$ cat src/rtl/usb1bd_pe_pkg.sv
// ----------------------------------------------------------------------------
// usb1bd_pe_pkg
// Shared types and constants for the USB 1.1 device protocol-engine sequencer:
// FSM state encoding, handshake PID codes, the registered-output bundle, the
// default turnaround timeout, and a helper to size the timeout counter.
// No ports (package).
// ----------------------------------------------------------------------------
package usb1bd_pe_pkg;

    typedef enum logic [2:0] {
        ST_IDLE,
        ST_RX_DATA,
        ST_RX_HS,
        ST_TX_DATA,
        ST_WAIT_ACK
    } pe_state_t;

    // Handshake selector understood by the packet assembler.
    typedef enum logic [1:0] {
        HS_ACK   = 2'b00,
        HS_NAK   = 2'b01,
        HS_STALL = 2'b10
    } hs_pid_t;

    // Every sequencer output is a flop; bundling them lets reset be one line.
    typedef struct packed {
        logic        tx_hs_req;
        hs_pid_t     tx_hs_pid;
        logic        tx_data_req;
        logic        tx_data_pid;
        logic [3:0]  ep_sel;
        logic        rx_en;
        logic        out_commit;
        logic        out_drop;
        logic        in_commit;
        logic        setup_rcvd;
        logic        sof_pulse;
        logic [10:0] sof_frame;
    } pe_out_t;

    localparam int TO_CYC_DEF = 96;

    // Bits needed to count 0 .. cyc-1 (at least one bit).
    function automatic int timer_width(input int cyc);
        return (cyc > 1) ? $clog2(cyc) : 1;
    endfunction

endpackage

$ cat src/rtl/usb1bd_pe_ctrl_if.sv
// ----------------------------------------------------------------------------
// usb1bd_pe_ctrl_if
// Packet-level bus between the protocol engine and the packet
// disassembler/assembler pair.
//   slave  : the protocol engine (consumes decoded PIDs/tokens, drives tx reqs)
//   master : the packet disassembler/assembler side
// Signals:
//   token_valid, token_fadr[6:0], token_endp[3:0], crc5_err  token strobe/fields
//   pid_OUT/IN/SETUP/SOF/ACK/DATA0/DATA1                     decoded PID levels
//   frame_no[10:0]                                           SOF frame number
//   rx_data_done, crc16_err, seq_err                         end of data packet
//   tx_done                                                  assembler finished
//   tx_hs_req, tx_hs_pid[1:0]                                handshake request
//   tx_data_req, tx_data_pid                                 data packet request
// ----------------------------------------------------------------------------
interface usb1bd_pe_ctrl_if;

    logic        token_valid;
    logic [6:0]  token_fadr;
    logic [3:0]  token_endp;
    logic        crc5_err;
    logic        pid_OUT;
    logic        pid_IN;
    logic        pid_SETUP;
    logic        pid_SOF;
    logic        pid_ACK;
    logic        pid_DATA0;
    logic        pid_DATA1;
    logic [10:0] frame_no;
    logic        rx_data_done;
    logic        crc16_err;
    logic        seq_err;
    logic        tx_done;
    logic        tx_hs_req;
    logic [1:0]  tx_hs_pid;
    logic        tx_data_req;
    logic        tx_data_pid;

    modport slave (
        input  token_valid, token_fadr, token_endp, crc5_err,
        input  pid_OUT, pid_IN, pid_SETUP, pid_SOF, pid_ACK, pid_DATA0, pid_DATA1,
        input  frame_no, rx_data_done, crc16_err, seq_err, tx_done,
        output tx_hs_req, tx_hs_pid, tx_data_req, tx_data_pid
    );

    modport master (
        output token_valid, token_fadr, token_endp, crc5_err,
        output pid_OUT, pid_IN, pid_SETUP, pid_SOF, pid_ACK, pid_DATA0, pid_DATA1,
        output frame_no, rx_data_done, crc16_err, seq_err, tx_done,
        input  tx_hs_req, tx_hs_pid, tx_data_req, tx_data_pid
    );

endinterface

$ cat src/rtl/usb1bd_pe_timer.sv
// ----------------------------------------------------------------------------
// usb1bd_pe_timer
// Bus-turnaround timeout counter. Counts while en is high, parks at the
// terminal value, and flags tc when the count equals TO_CYC-1.
// Ports:
//   clk, rst_n  clock, asynchronous active-low reset
//   clr         synchronous clear (wins over en)
//   en          count enable
//   tc          terminal count reached
// ----------------------------------------------------------------------------
module usb1bd_pe_timer
    import usb1bd_pe_pkg::*;
#(
    parameter int TO_CYC = TO_CYC_DEF
) (
    input  logic clk,
    input  logic rst_n,
    input  logic clr,
    input  logic en,
    output logic tc
);

    localparam int             W      = timer_width(TO_CYC);
    localparam logic [W-1:0]   TC_VAL = W'(TO_CYC - 1);

    logic [W-1:0] cnt;

    always_ff @(posedge clk or negedge rst_n) begin
        if (!rst_n)
            cnt <= '0;
        else if (clr)
            cnt <= '0;
        else if (en && !tc)
            cnt <= cnt + 1'b1;
    end

    assign tc = (cnt == TC_VAL);

endmodule

$ cat src/rtl/usb1bd_pe_ctrl.sv
// ----------------------------------------------------------------------------
// usb1bd_pe_ctrl
// USB 1.1 device protocol-engine sequencer. Matches tokens against the
// function address, runs OUT/SETUP receive, IN transmit and handshake
// selection, tracks per-endpoint data toggles, and abandons a transaction
// when the host stays silent for TO_CYC clocks.
// Ports:
//   clk, rst_n        core clock, asynchronous active-low reset
//   usb_rst           synchronous bus reset (same effect as rst_n)
//   fa[6:0]           assigned function address
//   bus               usb1bd_pe_ctrl_if.slave (tokens, PIDs, tx requests)
//   ep_stall/ep_out_rdy/ep_in_rdy[NUM_EP-1:0]  endpoint status
//   ep_sel[3:0]       endpoint of the current transaction
//   rx_en             data receive window open
//   out_commit, out_drop, in_commit, setup_rcvd   one-cycle buffer strobes
//   sof_pulse, sof_frame[10:0]                    SOF strobe / last frame no.
//   busy              sequencer not idle
//   err_cnt[7:0]      saturating error count (only with USB1BD_PE_ERRCNT_EN)
// Optional feature macro: USB1BD_PE_ERRCNT_EN
// ----------------------------------------------------------------------------
module usb1bd_pe_ctrl
    import usb1bd_pe_pkg::*;
#(
    parameter int NUM_EP = 4,
    parameter int TO_CYC = TO_CYC_DEF
) (
    input  logic              clk,
    input  logic              rst_n,
    input  logic              usb_rst,
    input  logic [6:0]        fa,
    usb1bd_pe_ctrl_if.slave   bus,
    input  logic [NUM_EP-1:0] ep_stall,
    input  logic [NUM_EP-1:0] ep_out_rdy,
    input  logic [NUM_EP-1:0] ep_in_rdy,
`ifdef USB1BD_PE_ERRCNT_EN
    output logic [7:0]        err_cnt,
`endif
    output logic [3:0]        ep_sel,
    output logic              rx_en,
    output logic              out_commit,
    output logic              out_drop,
    output logic              in_commit,
    output logic              setup_rcvd,
    output logic              sof_pulse,
    output logic [10:0]       sof_frame,
    output logic              busy
);

    localparam logic [4:0] NUM_EP_V = 5'(NUM_EP);

    pe_state_t   state;
    pe_out_t     q;
    logic        cur_setup;
    logic [15:0] toggle;

    // Widen endpoint vectors to the full 4-bit endpoint space so they can be
    // indexed directly by token_endp / ep_sel; unimplemented bits read 0.
    logic [15:0] stall_v, out_rdy_v, in_rdy_v;
    assign stall_v   = 16'(ep_stall);
    assign out_rdy_v = 16'(ep_out_rdy);
    assign in_rdy_v  = 16'(ep_in_rdy);

    logic tok_ok, sof_hit, tok_hit, ack_hit, data_odd, timed, tmr_tc;

    assign tok_ok   = bus.token_valid & ~bus.crc5_err;
    assign sof_hit  = tok_ok & bus.pid_SOF;
    assign tok_hit  = tok_ok & (bus.token_fadr == fa)
                    & ({1'b0, bus.token_endp} < NUM_EP_V)
                    & (bus.pid_OUT | bus.pid_IN | bus.pid_SETUP);
    assign ack_hit  = bus.token_valid & bus.pid_ACK;
    assign data_odd = bus.pid_DATA1 & ~bus.pid_DATA0;
    assign timed    = (state == ST_RX_DATA) || (state == ST_WAIT_ACK);

    usb1bd_pe_timer #(.TO_CYC(TO_CYC)) u_timer (
        .clk   (clk),
        .rst_n (rst_n),
        .clr   (usb_rst | ~timed),
        .en    (timed),
        .tc    (tmr_tc)
    );

    // NOTE: all state here uses non-blocking assignments so every flop samples
    // the pre-edge values of its neighbours, regardless of statement order.
    always_ff @(posedge clk or negedge rst_n) begin
        if (!rst_n) begin
            state     <= ST_IDLE;
            toggle    <= '0;
            cur_setup <= 1'b0;
            q         <= '0;
        end else if (usb_rst) begin
            state     <= ST_IDLE;
            toggle    <= '0;
            cur_setup <= 1'b0;
            q         <= '0;
        end else begin
            q.out_commit <= 1'b0;
            q.out_drop   <= 1'b0;
            q.in_commit  <= 1'b0;
            q.setup_rcvd <= 1'b0;
            q.sof_pulse  <= 1'b0;

            if (sof_hit) begin
                q.sof_frame <= bus.frame_no;
                q.sof_pulse <= 1'b1;
            end

            unique case (state)
                ST_IDLE: begin
                    if (tok_hit) begin
                        q.ep_sel  <= bus.token_endp;
                        cur_setup <= bus.pid_SETUP;
                        if (bus.pid_OUT | bus.pid_SETUP) begin
                            state   <= ST_RX_DATA;
                            q.rx_en <= 1'b1;
                            // A SETUP stage always restarts control with DATA0.
                            if (bus.pid_SETUP && bus.token_endp == 4'd0)
                                toggle[0] <= 1'b0;
                        end else if (stall_v[bus.token_endp]) begin
                            state       <= ST_RX_HS;
                            q.tx_hs_req <= 1'b1;
                            q.tx_hs_pid <= HS_STALL;
                        end else if (!in_rdy_v[bus.token_endp]) begin
                            state       <= ST_RX_HS;
                            q.tx_hs_req <= 1'b1;
                            q.tx_hs_pid <= HS_NAK;
                        end else begin
                            state         <= ST_TX_DATA;
                            q.tx_data_req <= 1'b1;
                            q.tx_data_pid <= toggle[bus.token_endp];
                        end
                    end
                end

                ST_RX_DATA: begin
                    if (bus.rx_data_done) begin
                        q.rx_en <= 1'b0;
                        if (bus.crc16_err | bus.seq_err) begin
                            // Corrupt data gets no handshake; host will retry.
                            q.out_drop <= 1'b1;
                            state      <= ST_IDLE;
                        end else begin
                            state       <= ST_RX_HS;
                            q.tx_hs_req <= 1'b1;
                            if (cur_setup) begin
                                q.tx_hs_pid  <= HS_ACK;
                                toggle[0]    <= 1'b1;
                                q.out_commit <= 1'b1;
                                q.setup_rcvd <= 1'b1;
                            end else if (stall_v[q.ep_sel]) begin
                                q.tx_hs_pid <= HS_STALL;
                                q.out_drop  <= 1'b1;
                            end else if (!out_rdy_v[q.ep_sel]) begin
                                q.tx_hs_pid <= HS_NAK;
                                q.out_drop  <= 1'b1;
                            end else if (data_odd != toggle[q.ep_sel]) begin
                                // Resend of a packet we already kept: ACK it
                                // again so the host advances, but discard.
                                q.tx_hs_pid <= HS_ACK;
                                q.out_drop  <= 1'b1;
                            end else begin
                                q.tx_hs_pid       <= HS_ACK;
                                q.out_commit      <= 1'b1;
                                toggle[q.ep_sel]  <= ~toggle[q.ep_sel];
                            end
                        end
                    end else if (tmr_tc) begin
                        q.rx_en    <= 1'b0;
                        q.out_drop <= 1'b1;
                        state      <= ST_IDLE;
                    end
                end

                ST_RX_HS: begin
                    if (bus.tx_done) begin
                        q.tx_hs_req <= 1'b0;
                        state       <= ST_IDLE;
                    end
                end

                ST_TX_DATA: begin
                    if (bus.tx_done) begin
                        q.tx_data_req <= 1'b0;
                        state         <= ST_WAIT_ACK;
                    end
                end

                ST_WAIT_ACK: begin
                    // ACK is checked first so it wins a same-cycle timeout.
                    if (ack_hit) begin
                        q.in_commit      <= 1'b1;
                        toggle[q.ep_sel] <= ~toggle[q.ep_sel];
                        state            <= ST_IDLE;
                    end else if (tmr_tc) begin
                        state <= ST_IDLE;
                    end
                end

                default: state <= ST_IDLE;
            endcase
        end
    end

`ifdef USB1BD_PE_ERRCNT_EN
    logic err_evt;
    assign err_evt = (bus.token_valid & bus.crc5_err)
                   | ((state == ST_RX_DATA) & bus.rx_data_done & (bus.crc16_err | bus.seq_err))
                   | ((state == ST_RX_DATA) & ~bus.rx_data_done & tmr_tc)
                   | ((state == ST_WAIT_ACK) & ~ack_hit & tmr_tc);

    always_ff @(posedge clk or negedge rst_n) begin
        if (!rst_n)
            err_cnt <= '0;
        else if (usb_rst)
            err_cnt <= '0;
        else if (err_evt && err_cnt != 8'hFF)
            err_cnt <= err_cnt + 8'd1;
    end
`endif

    assign bus.tx_hs_req   = q.tx_hs_req;
    assign bus.tx_hs_pid   = q.tx_hs_pid;
    assign bus.tx_data_req = q.tx_data_req;
    assign bus.tx_data_pid = q.tx_data_pid;
    assign ep_sel          = q.ep_sel;
    assign rx_en           = q.rx_en;
    assign out_commit      = q.out_commit;
    assign out_drop        = q.out_drop;
    assign in_commit       = q.in_commit;
    assign setup_rcvd      = q.setup_rcvd;
    assign sof_pulse       = q.sof_pulse;
    assign sof_frame       = q.sof_frame;
    assign busy            = (state != ST_IDLE);

endmodule

$ cat src/flat_wrapper.sv
// flat-port wrapper written by rule: the top's interface ports become plain ports
module usb1bd_pe_ctrl_flat import usb1bd_pe_pkg::*;
#(
    parameter int NUM_EP = 4,
    parameter int TO_CYC = TO_CYC_DEF
)
  (clk, rst_n, usb_rst, fa, ep_stall, ep_out_rdy, ep_in_rdy, ep_sel, rx_en, out_commit, out_drop, in_commit, setup_rcvd, sof_pulse, sof_frame, busy, bus_token_valid, bus_token_fadr, bus_token_endp, bus_crc5_err, bus_pid_OUT, bus_pid_IN, bus_pid_SETUP, bus_pid_SOF, bus_pid_ACK, bus_pid_DATA0, bus_pid_DATA1, bus_frame_no, bus_rx_data_done, bus_crc16_err, bus_seq_err, bus_tx_done, bus_tx_hs_req, bus_tx_hs_pid, bus_tx_data_req, bus_tx_data_pid);
  usb1bd_pe_ctrl_if bus_i ();
  input  logic clk;
  input  logic rst_n;
  input  logic usb_rst;
  input  logic [6:0] fa;
  input  logic [NUM_EP-1:0] ep_stall;
  input  logic [NUM_EP-1:0] ep_out_rdy;
  input  logic [NUM_EP-1:0] ep_in_rdy;
  output logic [3:0] ep_sel;
  output logic rx_en;
  output logic out_commit;
  output logic out_drop;
  output logic in_commit;
  output logic setup_rcvd;
  output logic sof_pulse;
  output logic [10:0] sof_frame;
  output logic busy;
  input wire logic [$bits(bus_i.token_valid)-1:0] bus_token_valid;
  input wire logic [$bits(bus_i.token_fadr)-1:0] bus_token_fadr;
  input wire logic [$bits(bus_i.token_endp)-1:0] bus_token_endp;
  input wire logic [$bits(bus_i.crc5_err)-1:0] bus_crc5_err;
  input wire logic [$bits(bus_i.pid_OUT)-1:0] bus_pid_OUT;
  input wire logic [$bits(bus_i.pid_IN)-1:0] bus_pid_IN;
  input wire logic [$bits(bus_i.pid_SETUP)-1:0] bus_pid_SETUP;
  input wire logic [$bits(bus_i.pid_SOF)-1:0] bus_pid_SOF;
  input wire logic [$bits(bus_i.pid_ACK)-1:0] bus_pid_ACK;
  input wire logic [$bits(bus_i.pid_DATA0)-1:0] bus_pid_DATA0;
  input wire logic [$bits(bus_i.pid_DATA1)-1:0] bus_pid_DATA1;
  input wire logic [$bits(bus_i.frame_no)-1:0] bus_frame_no;
  input wire logic [$bits(bus_i.rx_data_done)-1:0] bus_rx_data_done;
  input wire logic [$bits(bus_i.crc16_err)-1:0] bus_crc16_err;
  input wire logic [$bits(bus_i.seq_err)-1:0] bus_seq_err;
  input wire logic [$bits(bus_i.tx_done)-1:0] bus_tx_done;
  output wire logic [$bits(bus_i.tx_hs_req)-1:0] bus_tx_hs_req;
  output wire logic [$bits(bus_i.tx_hs_pid)-1:0] bus_tx_hs_pid;
  output wire logic [$bits(bus_i.tx_data_req)-1:0] bus_tx_data_req;
  output wire logic [$bits(bus_i.tx_data_pid)-1:0] bus_tx_data_pid;
  assign bus_i.token_valid = bus_token_valid;
  assign bus_i.token_fadr = bus_token_fadr;
  assign bus_i.token_endp = bus_token_endp;
  assign bus_i.crc5_err = bus_crc5_err;
  assign bus_i.pid_OUT = bus_pid_OUT;
  assign bus_i.pid_IN = bus_pid_IN;
  assign bus_i.pid_SETUP = bus_pid_SETUP;
  assign bus_i.pid_SOF = bus_pid_SOF;
  assign bus_i.pid_ACK = bus_pid_ACK;
  assign bus_i.pid_DATA0 = bus_pid_DATA0;
  assign bus_i.pid_DATA1 = bus_pid_DATA1;
  assign bus_i.frame_no = bus_frame_no;
  assign bus_i.rx_data_done = bus_rx_data_done;
  assign bus_i.crc16_err = bus_crc16_err;
  assign bus_i.seq_err = bus_seq_err;
  assign bus_i.tx_done = bus_tx_done;
  assign bus_tx_hs_req = bus_i.tx_hs_req;
  assign bus_tx_hs_pid = bus_i.tx_hs_pid;
  assign bus_tx_data_req = bus_i.tx_data_req;
  assign bus_tx_data_pid = bus_i.tx_data_pid;
  usb1bd_pe_ctrl #(.NUM_EP(NUM_EP), .TO_CYC(TO_CYC)) u_core (.clk(clk), .rst_n(rst_n), .usb_rst(usb_rst), .fa(fa), .bus(bus_i), .ep_stall(ep_stall), .ep_out_rdy(ep_out_rdy), .ep_in_rdy(ep_in_rdy), .ep_sel(ep_sel), .rx_en(rx_en), .out_commit(out_commit), .out_drop(out_drop), .in_commit(in_commit), .setup_rcvd(setup_rcvd), .sof_pulse(sof_pulse), .sof_frame(sof_frame), .busy(busy));
endmodule
$ cat config.mk
export PLATFORM = sky130hd
export DESIGN_NAME = usb1bd_pe_ctrl_flat
export DESIGN_NICKNAME = d
export VERILOG_FILES = /design/src/rtl/usb1bd_pe_pkg.sv /design/src/rtl/usb1bd_pe_ctrl_if.sv /design/src/rtl/usb1bd_pe_timer.sv /design/src/rtl/usb1bd_pe_ctrl.sv /design/src/flat_wrapper.sv
export SDC_FILE = /design/constraint.sdc
export NUM_CORES = 1
export LEC_CHECK = 0
export CORE_MARGIN = 3
export CORE_UTILIZATION = 35
export CTS_BUF_LIST = sky130_fd_sc_hd__clkbuf_4 sky130_fd_sc_hd__clkbuf_8
export DETAILED_ROUTE_END_ITERATION = 8
export HOLD_SLACK_MARGIN = 0.08
export SLEW_MARGIN = 30
export SYNTH_ARGS = -nofsm -noshare
export SYNTH_HDL_FRONTEND = slang
export SYNTH_SLANG_ARGS = --single-unit
$ cat constraint.sdc
create_clock -name clk -period 3 [get_ports clk]
set_input_delay 0.45 -clock clk [delete_from_list [all_inputs] [get_ports clk]]
set_output_delay 0.45 -clock clk [all_outputs]
set_load 0.02 [all_outputs]
==> key figures, run 1 <==
Outcome
  • Result of the run: completed

Clock tree
  • Clk pin slew, worst setup/hold paths: 110 ps
  • Total CTS buffers: 5
  • CTS tree: yes
  • Buffer depth of the longest clock path: 2
  • Post-CTS setup-driven buffer insertion count: 0
  • Clock tree root driver cell: clkbuf_8
  • Number of clock sinks seen by CTS: 53
  • Number of H-tree levels: 2
  • Clock network latency to the later pin of the worst-skew pair: 320 ps

Synthesis
  • Area of the mapped netlist: 3180 sq um
  • Gate Count Post-Synth: 324
  • Most numerous cell in the Yosys netlist: dfrtp_1
  • Syn nets: 382
  • Predominant post-synthesis flop cell: dfrtp_1
  • Unique masters post-synth: 55
  • Cell types with the highest counts after synthesis: dfrtp_1 (53), nor2_1 (25), nand2_1 (24), a21oi_1 (23), o21ai_0 (23)
  • Area leader, netlist: dfrtp_1
  • EDFF count, synth: 0
  • Mapped Avg Cell Area: 9.81 sq um
  • Top-area cell type share of the netlist area: 0.417
  • Part of the Yosys area used for sequential elements: 0.417
  • Yosys warnings: 0
  • Number of synthesized register bits: 53
  • Synth top area cells: dfrtp_1 (42%), a22o_1 (4.1%), a21oi_1 (3.6%), o21ai_0 (3.6%), mux4_1 (3.3%)
  • Share of synthesized flip-flops with an asynchronous set or reset: 1.00

Worst setup path
  • Startpoint kind of the worst setup timing path: input pin
  • Length in cells of the worst reg-to-reg path: 6
  • Worst Path Required: 3210 ps
  • Worst EP arrival: 3000 ps
  • Critical Path End Type: flip-flop
  • Category of the critical setup timing path: in2reg
  • Highest fanout seen on the critical path: 5

Hold path
  • Worst min-delay path category: reg2reg
  • Number of cells on the worst hold path: 1

Timing
  • FMAX: 359 MHz
  • Count of endpoints failing setup in the final report: 0
  • Final hold vios: 0
  • Post-layout min period: 2790 ps
  • Final hold slack: 508 ps
  • Sum of negative setup slack: 0 ps
  • Worst Tran Pin Value: 784 ps
  • Setup repair after global routing missed its margin: no
  • Worst slew margin relative to its limit: 0.470
  • Setup clock skew after layout: 13.7 ps
  • Worst setup slack after layout: 212 ps
  • Final period utilization: 0.929
  • Max-slew violation count: 0

Cells and area
  • Multi-input gate area in the final layout: 1750 sq um
  • Post-route cell area: 4300 sq um
  • Utilization after layout: 0.491
  • Final Instance Count excl. Fillers: 524
  • FF/Latch Area: 1330 sq um
  • Antenna diode count: 0
  • Synth-to-Final Area Change: 35.3%
  • Number of nets in the layout: 473
  • Fillers: 831
  • Layout cell share with drive strength beyond 1: 0.127

Power and ir drop
  • Worst VDD drop: 0.000169 V
  • Sum of internal, switching and leakage power: 1.39 mW
  • Power per cell area: 323 nW/um^2
  • Leakage power total: 1.76 nW

Global route
  • Via count of the first global-routing pass: 2,906
  • Overflow after GRT: 0
  • Pin count of the biggest net entering global routing: 38
  • Number of antenna violations at the first check in global routing: 0
  • GRT Total Usage: 0.180
  • Wire length of the first global-routing pass: 14,800 um

Detailed routing
  • Antenna violation net count after detailed routing: 0
  • Ratio of routed vias to standard cells: 5.64
  • Number of vias after detailed routing: 2,955
  • DRC violation count after routing: 0
  • Wire length per cell after detailed routing: 17.7 um
  • Total detailed-routing wirelength: 9270 um
  • Total iterations of the first detailed-routing run: 4
  • DRC violation total after the first TritonRoute iteration: 188

Floorplanning
  • Initial Utilization: 0.363
  • Count of pins on the block boundary: 84
  • Row cnt: 34
  • Area enclosed by the die boundary: 10,300 sq um
  • Core Area: 8760 sq um
  • Die extent in y: 101 um
  • Overall die width: 101 um

Place
  • Half-perimeter wire length after detailed placement: 7150 um
  • Minimum setup slack after placement: -18.8 ps
  • Total cell area at the placement stage: 4190 sq um
  • Count of buffers inserted at the top-level ports: 83
  • Cell count after placement: 515
  • Routability Congestion: 0.877

Job
  • Maximum Capacitance Violations: 0
==> area by class of cell <==
type,instances,area share
multi-input combinational,247,0.407
sequential,53,0.308
timing repair buffer,103,0.228
tap,108,0.0314
clock buffer,5,0.0160
clock inverter,3,0.00495
inverter,5,0.00436
==> worst max-delay path, stage by stage <==
cell             delay (ps)
clkdlybuf4s50_1         570
nor4b_1                 270
nand4_1                 210
o31ai_1                 540
nand2_1                 120
a2111oi_0               450
mux2_2                  390
==> logic make-up (layout without fill, tap and decap cells) <==
logic type,Yosys count,after routing,synth area share
compound gates,110,110,0.234
simple gates,104,104,0.170
flops,53,53,0.417
buf+inv,24,116,0.0354
mux,21,21,0.109
xor+xnor,11,11,0.0303
fa+ha+maj,1,1,0.00393
==> cells in the final DEF (no fill, tap or decap), types with 3 or more instances in the layout <==
cell type / synthesis / routed
nand4_1: 3 / 3
nor2b_1: 5 / 5
buf_4: 0 / 19
o21ai_0: 23 / 23
xnor2_1: 11 / 11
clkdlybuf4s50_1: 0 / 82
nand3b_1: 5 / 5
nand3_1: 7 / 7
nor3_1: 8 / 8
a22o_1: 15 / 15
mux4_1: 4 / 4
a31oi_1: 7 / 6
mux2i_1: 3 / 3
inv_1: 4 / 4
dfrtp_1: 53 / 53
nor4b_1: 3 / 3
clkbuf_8: 0 / 5
a221oi_1: 4 / 4
nor4_1: 3 / 3
nor3b_1: 4 / 4
a21oi_1: 23 / 23
and2_1: 4 / 4
mux4_2: 4 / 4
nor2_1: 25 / 25
nand2_1: 24 / 24
or2_2: 5 / 5
and4_1: 3 / 3
mux2_2: 8 / 8
o31ai_1: 14 / 14
==> power by group <==
group,leakage (nW),internal (mW),switching (mW),total [mW]
clock network,0.0445,0.166,0.254,0.420
logic,0.992,0.131,0.105,0.236
registers,0.728,0.726,0.00697,0.732
total,1.76,1.02,0.366,1.39
==> registers in the layout (all words and copies together) (netlist names) <==
signal                  cells
u_core.bus.tx_hs_req        1
u_core.toggle              16
u_core.rx_en                1
u_core.cur_setup            1
u_core.setup_rcvd           1
u_core.bus.tx_hs_pid        2
u_core.out_drop             1
u_core.sof_pulse            1
u_core.out_commit           1
u_core.bus.tx_data_req      1
u_core.sof_frame           11
u_core.ep_sel               4
u_core.in_commit            1
u_core.state                3
u_core.bus.tx_data_pid      1
u_core.u_timer.cnt          7
==> final timing paths <==
kind | start | slack [ps] | to
setup reg to reg | u_core.ep_sel[1] | 290 | u_core.toggle[6]
setup / recovery | bus_token_valid | 210 | u_core.toggle[0]
hold / removal | u_core.bus.tx_hs_pid[0] | 510 | u_core.bus.tx_hs_pid[0]
hold reg to reg | u_core.bus.tx_hs_pid[0] | 510 | u_core.bus.tx_hs_pid[0]
max in group asynchronous | rst_n | 1580 | u_core.toggle[11]
min in group asynchronous | rst_n | 580 | u_core.sof_pulse
==> layer usage <==
| metal | share of wire | track usage | routed length (um) |
|---|---|---|---|
| met1 | 0.46 | 0.261 | 4220 |
| met4 | 0.0084 | 0.0389 | 78 |
| met5 | 0 | 0 | 0 |
| met2 | 0.46 | 0.285 | 4300 |
| met3 | 0.072 | 0.0296 | 665 |
==> what timing repair did <==
action	CTS	global route
endpoints found under the setup margin	0	9
hold buffers	1	0
resized for setup	0	1
endpoints found under the hold margin	16	0
No activity file was read; power rests on OpenSTA's default activity.
==> run 2, diff against run 1 <==
--- a/config.mk
+++ b/config.mk
@@ -6,10 +6,11 @@
 export NUM_CORES = 1
 export LEC_CHECK = 0
 export CORE_MARGIN = 3
-export CORE_UTILIZATION = 35
+export CORE_UTILIZATION = 46
 export CTS_BUF_LIST = sky130_fd_sc_hd__clkbuf_4 sky130_fd_sc_hd__clkbuf_8
 export DETAILED_ROUTE_END_ITERATION = 8
 export HOLD_SLACK_MARGIN = 0.08
+export PLACE_DENSITY = 0.79
 export SLEW_MARGIN = 30
 export SYNTH_ARGS = -nofsm -noshare
 export SYNTH_HDL_FRONTEND = slang
==> constraint.sdc (replaced) <==
create_clock -name clk -period 2.4 [get_ports clk]
set_input_delay 0.36 -clock clk [delete_from_list [all_inputs] [get_ports clk]]
set_output_delay 0.36 -clock clk [all_outputs]
set_load 0.02 [all_outputs]
==> key figures, run 2 (synthesis gave the netlist of run 1 again) <==
Timing
  • Worst slew margin relative to its limit: 0.606
  • Post-layout min period: 2550 ps
  • Setup repair after global routing missed its margin: yes
  • Final hold vios: 0
  • Worst Tran Pin Value: 590 ps
  • Sum of negative setup slack: -1590 ps
  • Count of endpoints failing setup in the final report: 15
  • FMAX: 392 MHz
  • Worst setup slack after layout: -153 ps
  • Max-slew violation count: 0
  • Setup clock skew after layout: 15.5 ps
  • Final period utilization: 1.06

Cells and area
  • Largest register by flop count: u_core.toggle
  • Final Instance Count excl. Fillers: 536
  • Number of flip-flops in the largest register: 16
  • Multi-input gate area in the final layout: 1810 sq um
  • Number of nets in the layout: 516
  • Synth-to-Final Area Change: 46.6%
  • Commonest non-fill, non-tap cell in the layout: clkdlybuf4s50_1
  • Layout cell share with drive strength beyond 1: 0.240
  • Biggest registers after layout: u_core.toggle (16), u_core.sof_frame (11), u_core.u_timer.cnt (7)
  • Fillers: 473
  • Post-route cell area: 4660 sq um
  • Antenna diode count: 0
  • Utilization after layout: 0.714
  • Leading cell types in the layout, fill and taps excluded: clkdlybuf4s50_1 (81), buf_4 (61), dfrtp_1 (52)
  • FF/Latch Area: 1330 sq um

Place
  • Total cell area at the placement stage: 4500 sq um
  • Minimum setup slack after placement: -400 ps
  • Routability Congestion: 0.906
  • Cell count after placement: 528
  • Half-perimeter wire length after detailed placement: 7860 um
  • Count of buffers inserted at the top-level ports: 83

Worst setup path
  • Startpoint kind of the worst setup timing path: flip-flop
  • Category of the critical setup timing path: reg2reg
  • Highest fanout seen on the critical path: 15
  • Critical Path End Type: flip-flop
  • Worst EP arrival: 2780 ps
  • Worst Path Required: 2620 ps

Global route
  • Via count of the first global-routing pass: 3,137
  • Number of antenna violations at the first check in global routing: 0
  • GRT Total Usage: 0.256
  • Pin count of the biggest net entering global routing: 27
  • Wire length of the first global-routing pass: 15,600 um
  • Overflow after GRT: 0

Clock tree
  • Number of clock sinks seen by CTS: 53
  • CTS tree: yes
  • Total CTS buffers: 5
  • Clk pin slew, worst setup/hold paths: 110 ps
  • Clock network latency to the later pin of the worst-skew pair: 320 ps
  • Number of H-tree levels: 2
  • Post-CTS setup-driven buffer insertion count: 0
  • Buffer depth of the longest clock path: 2
  • Clock tree root driver cell: clkbuf_8

Power and ir drop
  • Leakage power total: 2.00 nW
  • Internal power summed over all cells: 1.31 mW
  • Portion of total power attributed to sequential cells: 0.516
  • Power per cell area: 381 nW/um^2
  • Switching power: 464 uW
  • Clock power frac: 0.297
  • Combinational fraction of design power: 0.187
  • Worst VDD drop: 0.000241 V
  • Sw Ratio: 0.262

Detailed routing
  • Ratio of routed vias to standard cells: 6.11
  • Total iterations of the first detailed-routing run: 5
  • DRC violation count after routing: 0
  • Total detailed-routing wirelength: 10,100 um
  • Antenna violation net count after detailed routing: 0
  • Wire length per cell after detailed routing: 18.9 um
  • Number of vias after detailed routing: 3,275
  • DRC violation total after the first TritonRoute iteration: 295

Floorplanning
  • Overall die width: 89.1 um
  • Row cnt: 29
  • Area enclosed by the die boundary: 7950 sq um
  • Initial Utilization: 0.487
  • Die extent in y: 89.1 um
  • Core Area: 6530 sq um
  • Count of pins on the block boundary: 84

Hold path
  • Worst min-delay path category: in2async

Job
  • Maximum Capacitance Violations: 0

Outcome
  • Violations in the final reports: negative setup slack
  • Result of the run: finished with violations
-- run 2: cell count changes in the layout (fill, tap and decap cells not counted), moves of 2 or more --
cell / previous run / this run
buf_4: 19 / 61
o21ai_0: 23 / 15
o31ai_1: 14 / 10
o21ai_1: 2 / 8
o21ai_2: 0 / 2
mux4_1: 4 / 2
o31ai_2: 0 / 4
mux4_2: 4 / 6
-- run 2: worst paths after layout --
kind	from	to	slack (ps)	cells after the start
min in group clk	u_core.bus.tx_hs_pid[0]	u_core.bus.tx_hs_pid[0]	500	1
worst min register to register	u_core.bus.tx_hs_pid[0]	u_core.bus.tx_hs_pid[0]	500	1
worst max-delay path	u_core.ep_sel[1]	u_core.toggle[5]	-150	6
max in group asynchronous	rst_n	u_core.bus.tx_data_pid	1370	3
worst max register to register	u_core.ep_sel[1]	u_core.toggle[5]	-150	6
worst min-delay path	rst_n	u_core.ep_sel[2]	420	2
-- run 2: what timing repair did --
| action | 4_1_cts | 5_1_grt |
|---|---|---|
| endpoints found under the setup margin | 17 | 20 |
| hold buffers | 1 | 0 |
| pin swaps | 1 | 0 |
| gates resized for setup | 10 | 10 |
| hold endpoints to repair | 9 | 0 |
-- run 2: stage by stage --
| stage | total power [mW] | hold WS [ps] |
|---|---|---|
| after floorplan | 1.04 | 64.4 |
| after global placement | 1.25 | 234 |
| after detailed placement | 1.25 | 240 |
| after CTS | 1.78 | 430 |
| after global routing | 1.84 | 455 |
| final | 1.77 | 419 |
-- run 2: critical path: stages (launching register included) --
cell and delay, ps:
dfrtp_2 410, mux4_2 490, mux2_4 290, mux2_4 330, o31a_1 240, or3_4 440, o31ai_2 260
-- run 2: final cells by class --
type,count,area share
well taps,77,0.0207
repair buffers,146,0.282
multi-input cells,247,0.388
inverters,5,0.00403
clock inverters,2,0.00322
flip-flops and latches,53,0.285
clock buffers,6,0.0164
-- run 2: routing by layer --
metal	routed length (um)	up-vias	GRT usage
met4	178	0	0.0717
met2	5320	132	0.447
li1	-	1505	-
met3	564	25	0.0341
met5	0	-	0
met1	4040	1613	0.332
-- run 2: power groups by stage --
stage                     clock (mW)  sequential, mW  combinational (mW)
after floorplan                    0           0.951              0.0907
after global placement             0           0.932               0.315
after detailed placement           0           0.933               0.319
after CTS                      0.537           0.916               0.324
after global routing           0.570           0.918               0.356
final                          0.527           0.916               0.332
==> run 3, diff against run 2 <==
--- a/config.mk
+++ b/config.mk
@@ -6,11 +6,11 @@
 export NUM_CORES = 1
 export LEC_CHECK = 0
 export CORE_MARGIN = 3
-export CORE_UTILIZATION = 46
+export CORE_UTILIZATION = 40
 export CTS_BUF_LIST = sky130_fd_sc_hd__clkbuf_4 sky130_fd_sc_hd__clkbuf_8
 export DETAILED_ROUTE_END_ITERATION = 8
 export HOLD_SLACK_MARGIN = 0.08
-export PLACE_DENSITY = 0.79
+export PLACE_DENSITY = 0.71
 export SLEW_MARGIN = 30
 export SYNTH_ARGS = -nofsm -noshare
 export SYNTH_HDL_FRONTEND = slang
==> constraint.sdc (replaced) <==
create_clock -name clk -period 2.4 [get_ports clk]
set_input_delay 0.36 -clock clk [delete_from_list [all_inputs] [get_ports clk]]
set_output_delay 0.36 -clock clk [all_outputs]
set_load 0.005 [all_outputs]
==> key figures, run 3 (synthesis gave the netlist of run 1 again) <==
Detailed routing
  • Total detailed-routing wirelength: 10,200 um
  • Number of vias after detailed routing: 3,167
  • DRC violation count after routing: 0
  • Wire length per cell after detailed routing: 18.3 um
  • Total iterations of the first detailed-routing run: 4
  • Antenna violation net count after detailed routing: 0
  • Ratio of routed vias to standard cells: 5.69
  • DRC violation total after the first TritonRoute iteration: 235

Floorplanning
  • Row cnt: 31
  • Overall die width: 95.2 um
  • Initial Utilization: 0.425
  • Core Area: 7490 sq um
  • Area enclosed by the die boundary: 9050 sq um
  • Die extent in y: 95.2 um
  • Count of pins on the block boundary: 84

Power and ir drop
  • Internal power summed over all cells: 1.30 mW
  • Leakage power total: 1.99 nW
  • Portion of total power attributed to sequential cells: 0.521
  • Worst VDD drop: 0.000294 V
  • Clock power frac: 0.301
  • Switching power: 458 uW
  • Sw Ratio: 0.261
  • Combinational fraction of design power: 0.178
  • Power per cell area: 376 nW/um^2

Timing
  • Worst slew margin relative to its limit: 0.537
  • Max-slew violation count: 0
  • Sum of negative setup slack: -3000 ps
  • Setup repair after global routing missed its margin: yes
  • Worst setup slack after layout: -230 ps
  • Worst Tran Pin Value: 695 ps
  • Count of endpoints failing setup in the final report: 16
  • Setup clock skew after layout: 16.7 ps
  • FMAX: 380 MHz
  • Post-layout min period: 2630 ps
  • Final period utilization: 1.10
  • Final hold vios: 0

Worst setup path
  • Worst reg2reg setup slack: -230 ps
  • Worst EP arrival: 2850 ps
  • Category of the critical setup timing path: reg2reg
  • Length in cells of the worst reg-to-reg path: 7
  • Startpoint kind of the worst setup timing path: flip-flop
  • Origin of the critical flop-to-flop path: u_core.ep_sel[1]
  • Highest fanout seen on the critical path: 8
  • Critical Path End Type: flip-flop
  • Worst Path Required: 2620 ps
  • FF-to-FF End: u_core.toggle[14]

Global route
  • Pin count of the biggest net entering global routing: 54
  • Overflow after GRT: 0
  • Wire length of the first global-routing pass: 16,200 um
  • Via count of the first global-routing pass: 3,282
  • Number of antenna violations at the first check in global routing: 0
  • GRT Total Usage: 0.232

Cells and area
  • Fillers: 628
  • Number of nets in the layout: 515
  • Synth-to-Final Area Change: 47.0%
  • Layout cell share with drive strength beyond 1: 0.238
  • Antenna diode count: 0
  • FF/Latch Area: 1330 sq um
  • Multi-input gate area in the final layout: 1820 sq um
  • Commonest non-fill, non-tap cell in the layout: clkdlybuf4s50_1
  • Leading cell types in the layout, fill and taps excluded: clkdlybuf4s50_1 (81), buf_4 (60), dfrtp_1 (52)
  • Number of flip-flops in the largest register: 16
  • Utilization after layout: 0.624
  • Largest register by flop count: u_core.toggle
  • Biggest registers after layout: u_core.toggle (16), u_core.sof_frame (11), u_core.u_timer.cnt (7)

Clock tree
  • Clk pin slew, worst setup/hold paths: 110 ps
  • Clock tree root driver cell: clkbuf_8
  • Clock network latency to the later pin of the worst-skew pair: 310 ps
  • Number of H-tree levels: 2
  • CTS tree: yes
  • Number of clock sinks seen by CTS: 53
  • Total CTS buffers: 5
  • Buffer depth of the longest clock path: 2

Place
  • Routability Congestion: 0.947
  • Half-perimeter wire length after detailed placement: 7780 um
  • Count of buffers inserted at the top-level ports: 83

Hold path
  • Worst min-delay path category: in2async

Outcome
  • Violations in the final reports: negative setup slack
  • Result of the run: finished with violations

Job
  • Maximum Capacitance Violations: 0
==> run 3: worst max-delay path, stage by stage (launching register included) <==
cell,delay (ps)
dfrtp_2,420
mux4_2,510
mux2_4,300
mux2_4,320
o31a_1,240
or3_4,350
buf_6,160
o31ai_2,230
==> run 3: worst max path at each step <==
stage                           start              endpoint  slack [ps]  depth (start not counted)
finish               u_core.ep_sel[1]     u_core.toggle[14]        -230                          7
global route         u_core.ep_sel[1]      u_core.toggle[2]        -320                          7
CTS                  u_core.ep_sel[1]     u_core.toggle[14]        -270                          7
detailed placement    bus_token_valid      u_core.toggle[0]        -470                          7
global placement    bus_token_endp[1]  u_core.bus.tx_hs_req        -330                          7
floorplan            u_core.ep_sel[1]     u_core.toggle[11]        -220                          9
==> run 3: power by group through the flow <==
stage | sequential (mW) | clock, mW | combinational, mW
after floorplan | 0.934 | 0 | 0.0907
after global placement | 0.932 | 0 | 0.299
after detailed placement | 0.932 | 0 | 0.302
after CTS | 0.915 | 0.544 | 0.310
after global routing | 0.917 | 0.580 | 0.337
final | 0.915 | 0.529 | 0.313
==> run 3: metal layers <==
metal,part of all wire,global-route usage
met2,0.51,0.397
met3,0.044,0.0300
met1,0.42,0.299
met4,0.022,0.0853
met5,0,0
==> run 3: final cells by class <==
type / count / area share
clock buffer: 5 / 0.0147
sequential: 53 / 0.284
tap: 99 / 0.0265
multi-input combinational: 247 / 0.389
inverter: 5 / 0.00402
timing repair buffer: 145 / 0.277
clock inverter: 3 / 0.00455
==> run 3: what timing repair did <==
item	4_1_cts	5_1_grt
cloned	1	0
buffers inserted	1	0
hold buffers	0	0
resized for setup	15	8
pin swaps	1	2
setup endpoints to repair	19	19
==> run 3: metrics by stage <==
step                total power, mW  hold WS, ps  instances  setup WS (ps)  instance area, sq um
detailed placement             1.23          480        547           -474                  4480
global route                   1.83          215        557           -321                  4670
finish                         1.76          154        557           -230                  4670
CTS                            1.77          193        557           -265                  4640
global placement               1.23          477        547           -327                  4480
floorplan                      1.02         64.4        324           -219                  3180
